<file path="src/rtl/scad_byte_step_if.sv">
// Request/response bundle for the SCAD byte-load stepper: operands and controls in,
// extracted byte and status out.
interface scad_byte_step_if #(
    parameter int DWIDTH = 36,
    parameter int CWIDTH = 10
);
    logic              clken;
    logic              start;
    logic              abort;
    logic [CWIDTH-1:0] pos;
    logic [5:0]        size;
    logic [DWIDTH-1:0] din;
    logic              busy;
    logic              done;
    logic              perr;
    logic [DWIDTH-1:0] dout;

    modport master (output clken, start, abort, pos, size, din,
                    input  busy, done, perr, dout);
    modport slave  (input  clken, start, abort, pos, size, din,
                    output busy, done, perr, dout);
endinterface

</file>
<file path="src/rtl/scad_byte_step.sv">
// Iterative LDB byte extractor: shifts the captured word right one bit per enabled
// clock under a step counter loaded from the SCAD position, then masks to the byte size.
module scad_byte_step #(
    parameter int DWIDTH = 36,
    parameter int CWIDTH = 10
) (
    input  logic               clk_i,
    input  logic               rst_ni,
    scad_byte_step_if.slave    bus
);
    typedef enum logic [1:0] {ST_IDLE, ST_SHIFT, ST_DONE} state_t;

    localparam logic [CWIDTH-1:0] DW_C = CWIDTH'(DWIDTH);

    state_t            state_q, state_d;
    logic [DWIDTH-1:0] shreg_q, shreg_d;
    logic [CWIDTH-1:0] cnt_q, cnt_d;
    logic [5:0]        size_q, size_d;
    logic              busy_q, busy_d;
    logic              done_q, done_d;
    logic              perr_q, perr_d;
    logic [DWIDTH-1:0] dout_q, dout_d;

    logic [DWIDTH-1:0] mask;
    logic [CWIDTH-1:0] n_load;
    logic              pos_neg;

    always_ff @(posedge clk_i or negedge rst_ni) begin
        if (!rst_ni) begin
            state_q <= ST_IDLE;
            shreg_q <= '0;
            cnt_q   <= '0;
            size_q  <= '0;
            busy_q  <= 1'b0;
            done_q  <= 1'b0;
            perr_q  <= 1'b0;
            dout_q  <= '0;
        end else begin
            state_q <= state_d;
            shreg_q <= shreg_d;
            cnt_q   <= cnt_d;
            size_q  <= size_d;
            busy_q  <= busy_d;
            done_q  <= done_d;
            perr_q  <= perr_d;
            dout_q  <= dout_d;
        end
    end

    always_comb begin
        // Sign of P is its most significant bit (bit 0 in KS-10 numbering).
        pos_neg = bus.pos[CWIDTH-1];
        n_load  = pos_neg ? '0 : ((bus.pos > DW_C) ? DW_C : bus.pos);
        mask    = '0;
        for (int i = 0; i < DWIDTH; i++) mask[i] = (int'(size_q) > i);

        state_d = state_q;
        shreg_d = shreg_q;
        cnt_d   = cnt_q;
        size_d  = size_q;
        busy_d  = busy_q;
        done_d  = done_q;
        perr_d  = perr_q;
        dout_d  = dout_q;

        if (bus.clken) begin
            case (state_q)
                ST_IDLE: begin
                    if (bus.start && !bus.abort) begin
                        shreg_d = bus.din;
                        size_d  = bus.size;
                        cnt_d   = n_load;
                        perr_d  = pos_neg;
                        busy_d  = 1'b1;
                        done_d  = 1'b0;
                        state_d = ST_SHIFT;
                    end
                end
                ST_SHIFT: begin
                    if (bus.abort) begin
                        busy_d  = 1'b0;
                        done_d  = 1'b0;
                        state_d = ST_IDLE;
                    end else if (cnt_q != '0) begin
                        shreg_d = shreg_q >> 1;
                        cnt_d   = cnt_q - CWIDTH'(1);
                    end else begin
                        dout_d  = perr_q ? '0 : (shreg_q & mask);
                        done_d  = 1'b1;
                        busy_d  = 1'b0;
                        state_d = ST_DONE;
                    end
                end
                ST_DONE: begin
                    done_d  = 1'b0;
                    busy_d  = 1'b0;
                    state_d = ST_IDLE;
                end
                default: state_d = ST_IDLE;
            endcase
        end
    end

    assign bus.busy = busy_q;
    assign bus.done = done_q;
    assign bus.perr = perr_q;
    assign bus.dout = dout_q;
endmodule

</file>
<file path="src/flat_wrapper.sv">
// flat-port wrapper written by rule: the top's interface ports become plain ports
module scad_byte_step_flat 
#(
    parameter int DWIDTH = 36,
    parameter int CWIDTH = 10
)
  (clk_i, rst_ni, bus_clken, bus_start, bus_abort, bus_pos, bus_size, bus_din, bus_busy, bus_done, bus_perr, bus_dout);
  scad_byte_step_if #(.DWIDTH(DWIDTH), .CWIDTH(CWIDTH)) bus_i ();
  input  logic clk_i;
  input  logic rst_ni;
  input wire logic [$bits(bus_i.clken)-1:0] bus_clken;
  input wire logic [$bits(bus_i.start)-1:0] bus_start;
  input wire logic [$bits(bus_i.abort)-1:0] bus_abort;
  input wire logic [$bits(bus_i.pos)-1:0] bus_pos;
  input wire logic [$bits(bus_i.size)-1:0] bus_size;
  input wire logic [$bits(bus_i.din)-1:0] bus_din;
  output wire logic [$bits(bus_i.busy)-1:0] bus_busy;
  output wire logic [$bits(bus_i.done)-1:0] bus_done;
  output wire logic [$bits(bus_i.perr)-1:0] bus_perr;
  output wire logic [$bits(bus_i.dout)-1:0] bus_dout;
  assign bus_i.clken = bus_clken;
  assign bus_i.start = bus_start;
  assign bus_i.abort = bus_abort;
  assign bus_i.pos = bus_pos;
  assign bus_i.size = bus_size;
  assign bus_i.din = bus_din;
  assign bus_busy = bus_i.busy;
  assign bus_done = bus_i.done;
  assign bus_perr = bus_i.perr;
  assign bus_dout = bus_i.dout;
  scad_byte_step #(.DWIDTH(DWIDTH), .CWIDTH(CWIDTH)) u_core (.clk_i(clk_i), .rst_ni(rst_ni), .bus(bus_i));
endmodule
</file>
<file path="config.mk">
export PLATFORM = sky130hd
export DESIGN_NAME = scad_byte_step_flat
export DESIGN_NICKNAME = d
export VERILOG_FILES = /design/src/rtl/scad_byte_step_if.sv /design/src/rtl/scad_byte_step.sv /design/src/flat_wrapper.sv
export SDC_FILE = /design/constraint.sdc
export NUM_CORES = 1
export LEC_CHECK = 0
export BUFFER_PORTS_ARGS = -buffer_cell sky130_fd_sc_hd__buf_2
export CELL_PAD_IN_SITES_DETAIL_PLACEMENT = 2
export CELL_PAD_IN_SITES_GLOBAL_PLACEMENT = 2
export CORE_ASPECT_RATIO = 2
export CORE_MARGIN = 2
export CORE_UTILIZATION = 35
export DETAILED_ROUTE_END_ITERATION = 10
export PLACE_DENSITY = 0.83
export SETUP_SLACK_MARGIN = 0.1
export SYNTH_ARGS = -nofsm -noshare
export SYNTH_HDL_FRONTEND = slang
export SYNTH_SLANG_ARGS = --single-unit
</file>
<file path="constraint.sdc">
create_clock -name clk_i -period 2.4 [get_ports clk_i]
set_input_delay 0.24 -clock clk_i [delete_from_list [all_inputs] [get_ports clk_i]]
set_output_delay 0.24 -clock clk_i [all_outputs]
set_load 0.05 [all_outputs]
</file>
; ---- After elaboration in Yosys (flattened, before gate mapping)
; Index checks and enable logic that the tools add are counted.
[op_classes]
muxes = 23
div_mod_pow = 0
n_lt_le_gt_ge = 37
eq_ne = 6
n_reduce_logical = 11
mul = 0
n_shift = 0
addsub = 1
bitwise_logic = 3
[ops]
columns = op, n
row1 = two-way mux 36 bit, 4
row2 = > comparator 6 x 5 -> 1 bit (second input constant), 16
row3 = one-hot mux 36 bit (2 select lines), 1
row4 = > comparator 6 x 4 -> 1 bit (second input constant), 8
row5 = two-way mux 10 bit, 4
row6 = bitwise AND 36 bit, 1
row7 = > comparator 6 x 3 -> 1 bit (second input constant), 4
row8 = > comparator 6 bit (second input constant), 4
row9 = one-hot mux 10 bit (2 select lines), 1
row10 = > comparator 6 x 1 -> 1 bit (second input constant), 2
row11 = > comparator 6 x 2 -> 1 bit (second input constant), 2
row12 = > comparator 10 x 6 -> 1 bit (second input constant), 1
row13 = nonzero test 10 bit, 1
row14 = subtractor 10 x 1 -> 10 bit (second input constant), 1
row15 = two-way mux 9 bit, 1
row16 = AND reduction 4 bit, 2
row17 = two-way mux 1 bit, 6
row18 = two-way mux 2 bit, 3
row19 = one-hot mux 1 bit (3 select lines), 2
row20 = AND reduction 3 bit, 2
row21 = AND reduction 5 bit, 1
row22 = != test 2 x 1 -> 1 bit (second input constant), 2
row23 = one-hot mux 2 bit (2 select lines), 1
row24 = != test 3 bit (second input constant), 1
row25 = 9 further kinds, 10
[totals]
regBits = 93
latchBits = 0
ram_bits = 0
rom_bits = 0
wordCells = 89
memories = 0

; ---- Logic depth before layout (Yosys ltp)
; Gate-level depths: netlist (run 1).
[depth]
word_depth = 5
ltp_mapped = 9

; ---- Least setup slack after synthesis (run 1)
; OpenSTA, ideal clock, no wires.
[synth_timing]
kind = register to register
start = reg u_core.state_q[0]
end = reg u_core.shreg_q[19]
setup_slack_ps = 342
path_stages_with_launch = 10
period_less_slack_ps = 2058
t_arrival_ps = 1932
required_time_ps = 2275
n_path_buf = 3
path_cell_list = dfrtp_1 -> inv_1 -> ha_1 -> and4b_1 -> buf_2 -> nand2_1 -> o21ai_1 -> buf_4 -> buf_6 -> mux2_4
[synth_between]
elab_chain_cells = 3
elab_cells_between_ends = 8
[synth_rtl]
columns = item, line_no
row1 = start: declaration, scad_byte_step.sv:15  ; state_t state_q, state_d;
row2 = start signal: assignment, scad_byte_step.sv:39  ; state_q <= state_d;
row3 = equality test 2 x 1 -> 1 bit / logical NOT 2 bit (equally long branches), scad_byte_step.sv:67  ; case (state_q)
row4 = "!= test 2 x 1 -> 1 bit (no line), or another cell as far along", --
row5 = AND reduction 5 bit (no line), --
row6 = end signal: assignment, scad_byte_step.sv:40  ; shreg_q <= shreg_d;
row7 = end: declaration, scad_byte_step.sv:16  ; logic [DWIDTH-1:0] shreg_q, shreg_d;
; Parallel ways exist; a longest one is shown, timed or not.
; A chain may end at the register's enable or synchronous reset.

; ---- Worst setup path after layout (run 1)
[layout_timing]
start = reg u_core.cnt_q[0]
end = reg u_core.dout_q[25], in the netlist u_core.bus.dout[25]
[layout_between]
elab_chain_cells = 3
[layout_rtl]
columns = item, line_no
row1 = start: declaration, scad_byte_step.sv:17  ; logic [CWIDTH-1:0] cnt_q, cnt_d;
row2 = start signal: assignment, scad_byte_step.sv:41  ; cnt_q <= cnt_d;
row3 = nonzero test 10 bit, scad_byte_step.sv:84  ; end else if (cnt_q != '0) begin
row4 = inverter 1 bit (no line), --
row5 = AND reduction 4 bit (no line), --
row6 = end signal: assignment, scad_byte_step.sv:46  ; dout_q <= dout_d;
row7 = end: declaration, scad_byte_step.sv:22  ; logic [DWIDTH-1:0] dout_q, dout_d;
; No other way between the ends.

==> results.md, run 1 <==
- The total area inside the core boundary comes to roughly 0.014 sq mm.
- The initial antenna violation count was 0.
- Counting flops with an async set or reset pin after synthesis yields a share of 100.0%.
- Setup repair after global routing could not meet its margin everywhere.
- The number of endpoints with negative hold slack in the final report is 0.
- The commonest non-fill, non-tap cell in the layout is buf_2.
- When the netlist entered floorplanning its net count stood at 517.
- Timing would allow up to about 460 MHz.
- For this run, the leading register cell type out of synthesis is dfrtp_1.
- For this design the ratio of total power to cell area is roughly 1400 mW/mm^2.
- The clock edge transition at the registers on the reported setup and hold paths is approximately 0.07 ns.
- Across the run, the number of max-cap violations was 0.
- The actual slew at the worst max-slew pin is ~0.88 ns.
- The final layout contains between 600 and 700 nets.
- The effective utilization at floorplan is 35.86%.
- The peak supply drop is a little over 0.7 mV.
- The detailed-placement wirelength estimate is between 10 and 15 mm.
- The synthesis-stage register bit count is a little over 90.
- Across the routed clock network, the largest skew measured is 0.008704 ns.
- The post-placement worst setup slack is ~0.13 ns.
- The synthesized design contains 0 enable-type register cells.
- In this run the tool buffered the top-level ports with 95 buffer cells.
- The pre-antenna-repair detailed-routing pass consisted of 4 iterations.
- The run finished with clean final reports.
- The number of clock buffers added by TritonCTS is 9.
- The horizontal extent of the die is just under 90 um.
- The number of max-slew violations in the final report was 0.
- The final worst-path setup slack is roughly 0.21 ns.
- The number of vias per cell after detailed routing is 5.772.
- The switching power share of the total is around 45%.
- Detailed routing inserted a total of 4092 vias.
- The min-delay analysis places its worst path in the category in2reg.
- In the routed design, unresolved DRC markers number 0.
- The internal cell power is roughly 4.6 mW.
- The via count of the first global-routing pass is approximately 4700.
- The kind of start point of the critical path is a register.
- Setup violations remaining at the end of the flow were counted as 0.
- The layout filler cell count is 1440.
- The clock period minus final worst setup slack is about 2.2 ns.
- The relative contribution of the clock network to total power is around 18%.
- The area of combinational cells with multiple inputs is 0.002308 sq mm.
- In the final timing run, aggregate negative setup slack is 0 ns.
- The remaining number of nets flagged by the antenna check after routing is 0.
- The share of post-route cells with drive strength above 1 is around 34%.
- The floorplan step set the die height to about 170 um.
- The first global-routing pass estimated around 26 mm of wire.
- The net load switching power is 3.799 mW.
- The number of distinct library cell variants in the gate-level netlist after synthesis is 55.
- The die outline area is 0.01486 sq mm.
- The floorplan has 60 rows.
- The worst endpoint required time is between 2 and 3 ns.
- For this run the aggregate overflow at the end of global routing stands at 0.
- Yosys attributes the largest share of cell area to dfrtp_1 (48%), mux2_2 (11%), mux2i_1 (5.8%), nand2_1 (4.3%), o41ai_1 (2.3%).
- A synthesized cell averages about 11 sq um.
- STA classifies the critical path endpoint as a register.
- TritonCTS built the clock tree.
- The sequential-to-total area share from yosys stat is around 48%.
- Summed over its instances, the top area cell type makes up about half of the synthesized netlist area.
- Sequential cells account for between 30% and 40% of the total power.
- The mapped netlist covers 0.004846 sq mm.
- Compared with the post-synthesis result, the final layout area differs by 21.35%.
- The clock root buffer is clkbuf_16.
- The number of I/O pins is 96.
- The starting DRC count in detailed routing is about 150.
- The H-tree depth reported by CTS is 3.
- In the final layout, flip-flops and latches occupy around 0.0023 sq mm.
- In the global route stage, overall resource usage came out at between 20% and 30%.
- The maximum fanout count along the critical path is 32.
- The number of synthesis warnings is 0.
- The critical path is of the reg2reg type.
- For this block, the routed nets add up to around 17 mm of wire.
- Per report_power, the combinational group accounts for a little under half of the total.
- Data arrives at the worst endpoint at between 2 and 2.5 ns.
- Entering global routing, the biggest net connects 52 pins.
- The repair_antennas step left the layout with diodes totalling 0.
- The dominant cell type by area after synthesis is dfrtp_1.
- The last weighted congestion value of the routability-driven placer is 0.8799.
- The clock latency of the later-clocked register in the worst-skew pair is 0.34 ns.
- Summed over all cells, the static leakage comes to about 2.8 nW.
- Leaving out fill and tap cells, the most frequent cells in the layout are buf_2 (94), dfrtp_1 (93), nand2_1 (55).
- The number of cells produced by synthesis is approximately 460.
- The share of the cycle needed by the critical path after routing is between 90% and 100%.
- The clock passes through at most 2 buffers.
- The clock sink total is 93.
- Measured against its own limit, the worst slew margin works out to 39.48%.
- Dividing the detail-routed wire length by the instance count gives ~23 um.
[sequential cells by signal (all words and copies together) (netlist names)]
name,flops
u_core.size_q,6
u_core.cnt_q,10
u_core.bus.dout,36
u_core.bus.perr,1
u_core.state_q,2
u_core.bus.busy,1
u_core.bus.done,1
u_core.shreg_q,36
[Yosys cell counts (all sizes together) (2+ instances only)]
| master | instances |
|---|---|
| a2111oi | 4 |
| a211oi | 2 |
| a21o | 5 |
| a21oi | 16 |
| a22o | 5 |
| a31oi | 5 |
| and3 | 3 |
| and4 | 3 |
| buf | 13 |
| clkbuf | 18 |
| dfrtp | 93 |
| ha | 4 |
| inv | 25 |
| mux2 | 54 |
| mux2i | 28 |
| nand2 | 55 |
| nand2b | 9 |
| nand3 | 15 |
| nand3b | 3 |
| nand4 | 4 |
| nand4b | 2 |
| nor2 | 12 |
| nor2b | 2 |
| nor3 | 5 |
| nor3b | 2 |
| nor4 | 5 |
| nor4b | 2 |
| o2111ai | 2 |
| o211ai | 4 |
| o21ai | 14 |
| o221ai | 2 |
| o311ai | 2 |
| o31a | 2 |
| o31ai | 4 |
| o41ai | 13 |
| or2 | 2 |
| or3 | 4 |
| or4 | 3 |
[cell type report]
type                       count  area share [%]
multi-input combinational    307           39.26
timing repair buffer         113           11.02
inverter                      25           1.596
clock buffer                  12           4.021
tap                          155           3.298
sequential                    93           39.57
clock inverter                 4           1.234
[final timing paths]
path / from / endpoint / slack, ns / cells past startpoint
min in group asynchronous: rst_ni / u_core.shreg_q[35]$_DFFE_PN0P_ / 0.44 / 2
max: u_core.cnt_q[0]$_DFFE_PN0P_ / u_core.bus.dout[25]$_DFFE_PN0P_ / 0.21 / 6
min: bus_din[35] / u_core.shreg_q[35]$_DFFE_PN0P_ / 0.13 / 2
max reg2reg: u_core.cnt_q[0]$_DFFE_PN0P_ / u_core.bus.dout[25]$_DFFE_PN0P_ / 0.21 / 6
min reg2reg: u_core.bus.dout[6]$_DFFE_PN0P_ / u_core.bus.dout[6]$_DFFE_PN0P_ / 0.48 / 2
max in group asynchronous: rst_ni / u_core.bus.dout[17]$_DFFE_PN0P_ / 1.25 / 3
[power by group through the flow]
stage / combinational (mW) / sequential (mW) / clock [mW]
2_1_floorplan: 2.17 / 3.34 / 0
3_3_place_gp: 3.62 / 2.98 / 0
3_5_place_dp: 3.82 / 3.03 / 0
4_1_cts: 3.87 / 3.02 / 1.55
5_1_grt: 4.17 / 3.12 / 1.61
6_report: 3.87 / 3.02 / 1.51
[cell families after synthesis]
family | after synthesis | share of synthesized area (%)
DFF | 93 | 48.02
and+or+nand+nor | 134 | 14.51
buffers and inverters | 56 | 4.828
adders and majority gates | 4 | 1.033
muxes | 82 | 18.80
AOI/OAI and AO/OA | 87 | 12.81
[through the flow]
step           util, %  cell area, sq um  power, mW  instances  hold WS (ns)
3_5_place_dp     40.97              5537      6.850        691        0.2918
6_report         43.52              5881      8.400        709        0.1291
4_1_cts          43.40              5864      8.437        708        0.1266
3_3_place_gp     40.97              5537      6.596        691        0.2683
5_1_grt          43.52              5881      8.897        709        0.1262
2_1_floorplan        -              4846      5.514        456      -0.05559
[metal layers]
metal | GRT usage, % | vias up | share of wire (%)
li1 | - | 1841 | -
met1 | 25.49 | 2120 | 37
met2 | 42.71 | 94 | 57
met3 | 2.764 | 37 | 2.4
met4 | 10.97 | 0 | 4.2
met5 | 0 | - | 0
[repair_timing]
action	CTS	global route
gates resized for setup	1	3
buffers inserted	0	1
hold buffers	1	0
endpoints found under the hold margin	42	0
setup endpoints to repair	2	10
gates cloned	0	0
[worst max-delay path: stages, from the launching register on]
cell,delay (ns)
dfrtp_1,0.42
inv_1,0.09
ha_1,0.26
nor4b_4,0.29
nand4_1,0.26
buf_6,0.28
o41ai_1,0.41
Note: power is estimated with default switching activity, not from simulation.
==> inputs of run 2 (changes only) <==
--- a/config.mk
+++ b/config.mk
@@ -5,12 +5,13 @@
 export SDC_FILE = /design/constraint.sdc
 export NUM_CORES = 1
 export LEC_CHECK = 0
+export ABC_AREA = 1
 export BUFFER_PORTS_ARGS = -buffer_cell sky130_fd_sc_hd__buf_2
 export CELL_PAD_IN_SITES_DETAIL_PLACEMENT = 2
 export CELL_PAD_IN_SITES_GLOBAL_PLACEMENT = 2
 export CORE_ASPECT_RATIO = 2
 export CORE_MARGIN = 2
-export CORE_UTILIZATION = 35
+export CORE_UTILIZATION = 31
 export DETAILED_ROUTE_END_ITERATION = 10
 export PLACE_DENSITY = 0.83
 export SETUP_SLACK_MARGIN = 0.1
==> run 2 against run 1 <==
Total power increased by 3.1%; cell area increased by 0.81%; cell count increased by 36%; register-to-register slack improved by 0.19 ns; routed wire length increased by 6.9%; die area increased by 14%; flip-flop and latch count unchanged; largest power group unchanged.
==> results.md, run 2 <==
- The flow ran to the end, and the final reports show no timing, DRC or antenna violations.
- The last weighted congestion value of the routability-driven placer is ~0.83.
- Once detailed placement completed, the half-perimeter wirelength came to ~13 mm.
- After floorplanning, the core was divided into 65 placement rows.
- Counting I/O delays and the setup requirement, the final critical path takes approximately 2.0 ns.
- Ranked by instance count, the synthesized netlist is headed by nand2_1 (283), dfrtp_1 (93), o21ai_0 (49).
- The cell seen most often among critical-path stages is nand2_1.
- The total core area is approximately 0.016 sq mm.
- Broken down by cell family, the worst path's largest delay share belongs to simple AND/OR/NAND/NOR gates.
- After clock tree synthesis, the repair step resized 0 gates.
- The number of max-capacitance violations reported is 0.
- Leaving out fill and tap cells, the most frequent cell in the layout is nand2_1.
- The worst hold path class is in2reg.
- The synthesized design contains 93 register bits.
- The critical path goes through inv_1, ha_1, nand2_1, nor2_1, nand3_4, nor2_8, inv_2, buf_12, nand2_1, o21ai_1.
- The analysis attributes to net switching a power of between 4 and 5 mW.
- For this design the ratio of total power to cell area is 1461 mW/mm^2.
- The post-synthesis instance area is 0.004902 sq mm.
- For this run, the number of Yosys warnings is 0.
- The final-stage net count is around 820.
- The CTS buffer count is 9.
- Setup violations remaining at the end of the flow were counted as 0.
- For this design the static power due to leakage is approximately 3.1 nW.
- Of the cells placed in the final design, the portion with a size suffix greater than 1 is roughly a fifth.
- 0 antenna diodes ended up in the layout.
- The initial utilization of the core area, before any placement, comes to approximately a third.
- Adding up every negative setup slack in the final design gives 0 ns.
- Final hold analysis gives a worst-case slack of ~0.094 ns.
- The combined global-route utilization of all metal layers is between 20% and 30%.
- Data on the critical path is required at its endpoint by between 2 and 3 ns.
- After detailed routing, the number of remaining DRC violations is 0.
- For the final database, setup skew stands at 0.007837 ns.
- The area of combinational cells with multiple inputs is between 0.002 and 0.0025 sq mm.
- After detailed routing, the number of vias per cell comes to around 5.0.
- In this design, the stage delay of the slowest critical-path cell is between 0.3 and 0.4 ns.
- The die covers 0.01690 sq mm.
- In the final layout, flip-flops and latches occupy 0.002327 sq mm.
- The async set or reset register ratio after synthesis is 100.0%.
- The cell area after layout is 0.005928 sq mm.
- The critical path is of the reg2reg type.
- The later pin in the worst-skew pair is clocked with a latency of between 0.3 and 0.4 ns.
- Summed over all instances, the cell type with the most area after synthesis is dfrtp_1.
- The number of hold buffers added after CTS was 1.
- Counting the fill cells in the layout gives roughly 1900.
- For the worst setup path, the data arrival time is between 2 and 2.5 ns.
- The number of endpoints with negative hold slack in the final report is 0.
- The number of max-slew violations in the final report is 0.
- The worst pin sits at a relative slew slack of a little under three fifths.
- The actual slew at the worst max-slew pin is 0.6388 ns.
- The largest net degree at the start of global routing is between 60 and 70.
- The peak supply drop is between 0.5 and 0.6 mV.
- After clock tree synthesis, the setup repair step added 0 buffers.
- Setup repair after global routing left no endpoint under its margin.
- In this run the biggest area consumer among cell types represents 47.47% of the synthesized area.
- Per report_power, the clock group accounts for roughly 16% of the total.
- The starting DRC count in detailed routing is roughly 150.
- The highest clock frequency the design can meet is approximately 500 MHz.
- The horizontal extent of the die is 92.92 um.
- The initial antenna violation count came to 0.
- The via count of the first global-routing pass is roughly 5200.
- The first-pass GRT wire length is about 29 mm.
- The number of port buffers is 95.
- The average size of a mapped cell is between 7 and 8 sq um.
- In the finished design, the share of the clock period the worst path needs comes to between 80 and 90%.
- The internal cell power is 4.113 mW.
- Compared with the post-synthesis result, the final layout area differs by 20.93%.
- The share of the Yosys chip area taken by registers is 47.47%.
- The average detailed-routed wire length per instance is roughly 18 um.
- Summing all placed instances gives a cell area of roughly 0.0056 sq mm.
- Sequential cells account for approximately a third of the total power.
- Counting flops with a built-in enable in the synthesized netlist gives 0.
- The number of distinct library cell variants in the gate-level netlist after synthesis is 27.
- The kind of start point of the critical path is a register.
- The H-tree depth reported by CTS is 3.
- The iteration count of the initial detailed-routing pass is 4.
- Pin placement for this block handled 96 I/O pins.
- The deepest clock path buffer count is 2.
- Together, buffers and inverters on the worst path number 3.
- After global routing the overflow that remains totals 0.
- STA classifies the critical path endpoint as a register.
- The switching power share of the total is a little over half.
- The total wirelength of the detailed-routed design is around 18 mm.
- The most instantiated flip-flop cell in the synthesis netlist is dfrtp_1.
- The via count of the routed design is approximately 4800.
- The remaining number of nets flagged by the antenna check after routing is 0.
- TritonCTS built the clock tree.
- In the layout the commonest cells are nand2_1 (283), buf_2 (94), dfrtp_1 (93).
- Sorting the synthesized cells by area gives the leading types as dfrtp_1 (47%), nand2_1 (22%), o21ai_0 (5.0%), nand3_1 (4.6%), inv_1 (3.7%).
- The most numerous cell in the Yosys netlist is nand2_1.
- The clock sink total is 93.
- In this run the vertical extent of the chip is 181.8 um.
- Of all nets on the critical path, the largest fanout is between 60 and 70.
- The total nets after synthesis is 725.
- The clock edge transition at the registers on the reported setup and hold paths is around 0.070 ns.
- Combinational logic burns ~50% of the power.
- Synthesis produced a netlist whose cell count is 664.
- The highest-delay cell along the critical path is dfrtp_1.
- The tree is rooted in a clkbuf_16.
==> run 2: final cells by class <==
cell class	instances	share of cell area (%)
Sequential cell	93	39.26
Multi-Input combinational cell	489	37.34
Timing Repair Buffer	110	11.06
Tap cell	201	4.242
Clock buffer	9	3.799
Inverter	53	3.356
Clock inverter	7	0.9498
==> run 2: per-layer routing <==
layer,wire (um),vias up,GRT usage (%)
met5,0,-,0
met4,575,0,9.000
met3,461,26,1.452
met2,9288,111,39.16
met1,7339,2389,27.30
li1,-,2301,-
==> run 2: path summary, 6_finish.rpt <==
check / from / to / slack, ns / depth (start not counted)
min reg2reg: u_core.bus.busy$_DFFE_PN0P_ / u_core.bus.busy$_DFFE_PN0P_ / 0.47 / 2
min: bus_size[5] / u_core.size_q[5]$_DFFE_PN0P_ / 0.09 / 3
max: u_core.cnt_q[0]$_DFFE_PN0P_ / u_core.bus.dout[12]$_DFFE_PN0P_ / 0.40 / 10
max in group asynchronous: rst_ni / u_core.shreg_q[7]$_DFFE_PN0P_ / 1.33 / 3
min in group asynchronous: rst_ni / u_core.bus.done$_DFFE_PN0P_ / 0.41 / 2
max reg2reg: u_core.cnt_q[0]$_DFFE_PN0P_ / u_core.bus.dout[12]$_DFFE_PN0P_ / 0.40 / 10
==> run 2: per-stage QoR <==
stage	power [mW]	util, %	setup slack (ns)	instances
global route	9.310	37.96	0.1663	962
detailed placement	7.232	36.10	0.3983	945
floorplan	5.673	-	0.6838	664
finish	8.660	37.96	0.3984	962
global placement	7.010	36.10	0.5022	945
CTS	8.734	37.96	0.3526	962
==> run 2: cell families after synthesis <==
family          share of synthesized area, %
flops                                  47.47
compound gates                         11.13
simple gates                           32.90
fa+ha+maj                              1.021
buf+inv                                7.478
==> run 2: worst reg2reg max path, cell delays in order, from the launching register on <==
cell,delay [ns]
dfrtp_1,0.39
inv_1,0.12
ha_1,0.20
nand2_1,0.08
nor2_1,0.30
nand3_4,0.15
nor2_8,0.18
inv_2,0.07
buf_12,0.19
nand2_1,0.14
o21ai_1,0.07
==> run 2: power by group through the flow <==
stage	combinational, mW	clock, mW	sequential (mW)
final	4.44	1.41	2.81
after global routing	4.94	1.49	2.88
after CTS	4.50	1.43	2.80
after detailed placement	4.42	0	2.81
after global placement	4.22	0	2.79
after floorplan	2.36	0	3.32
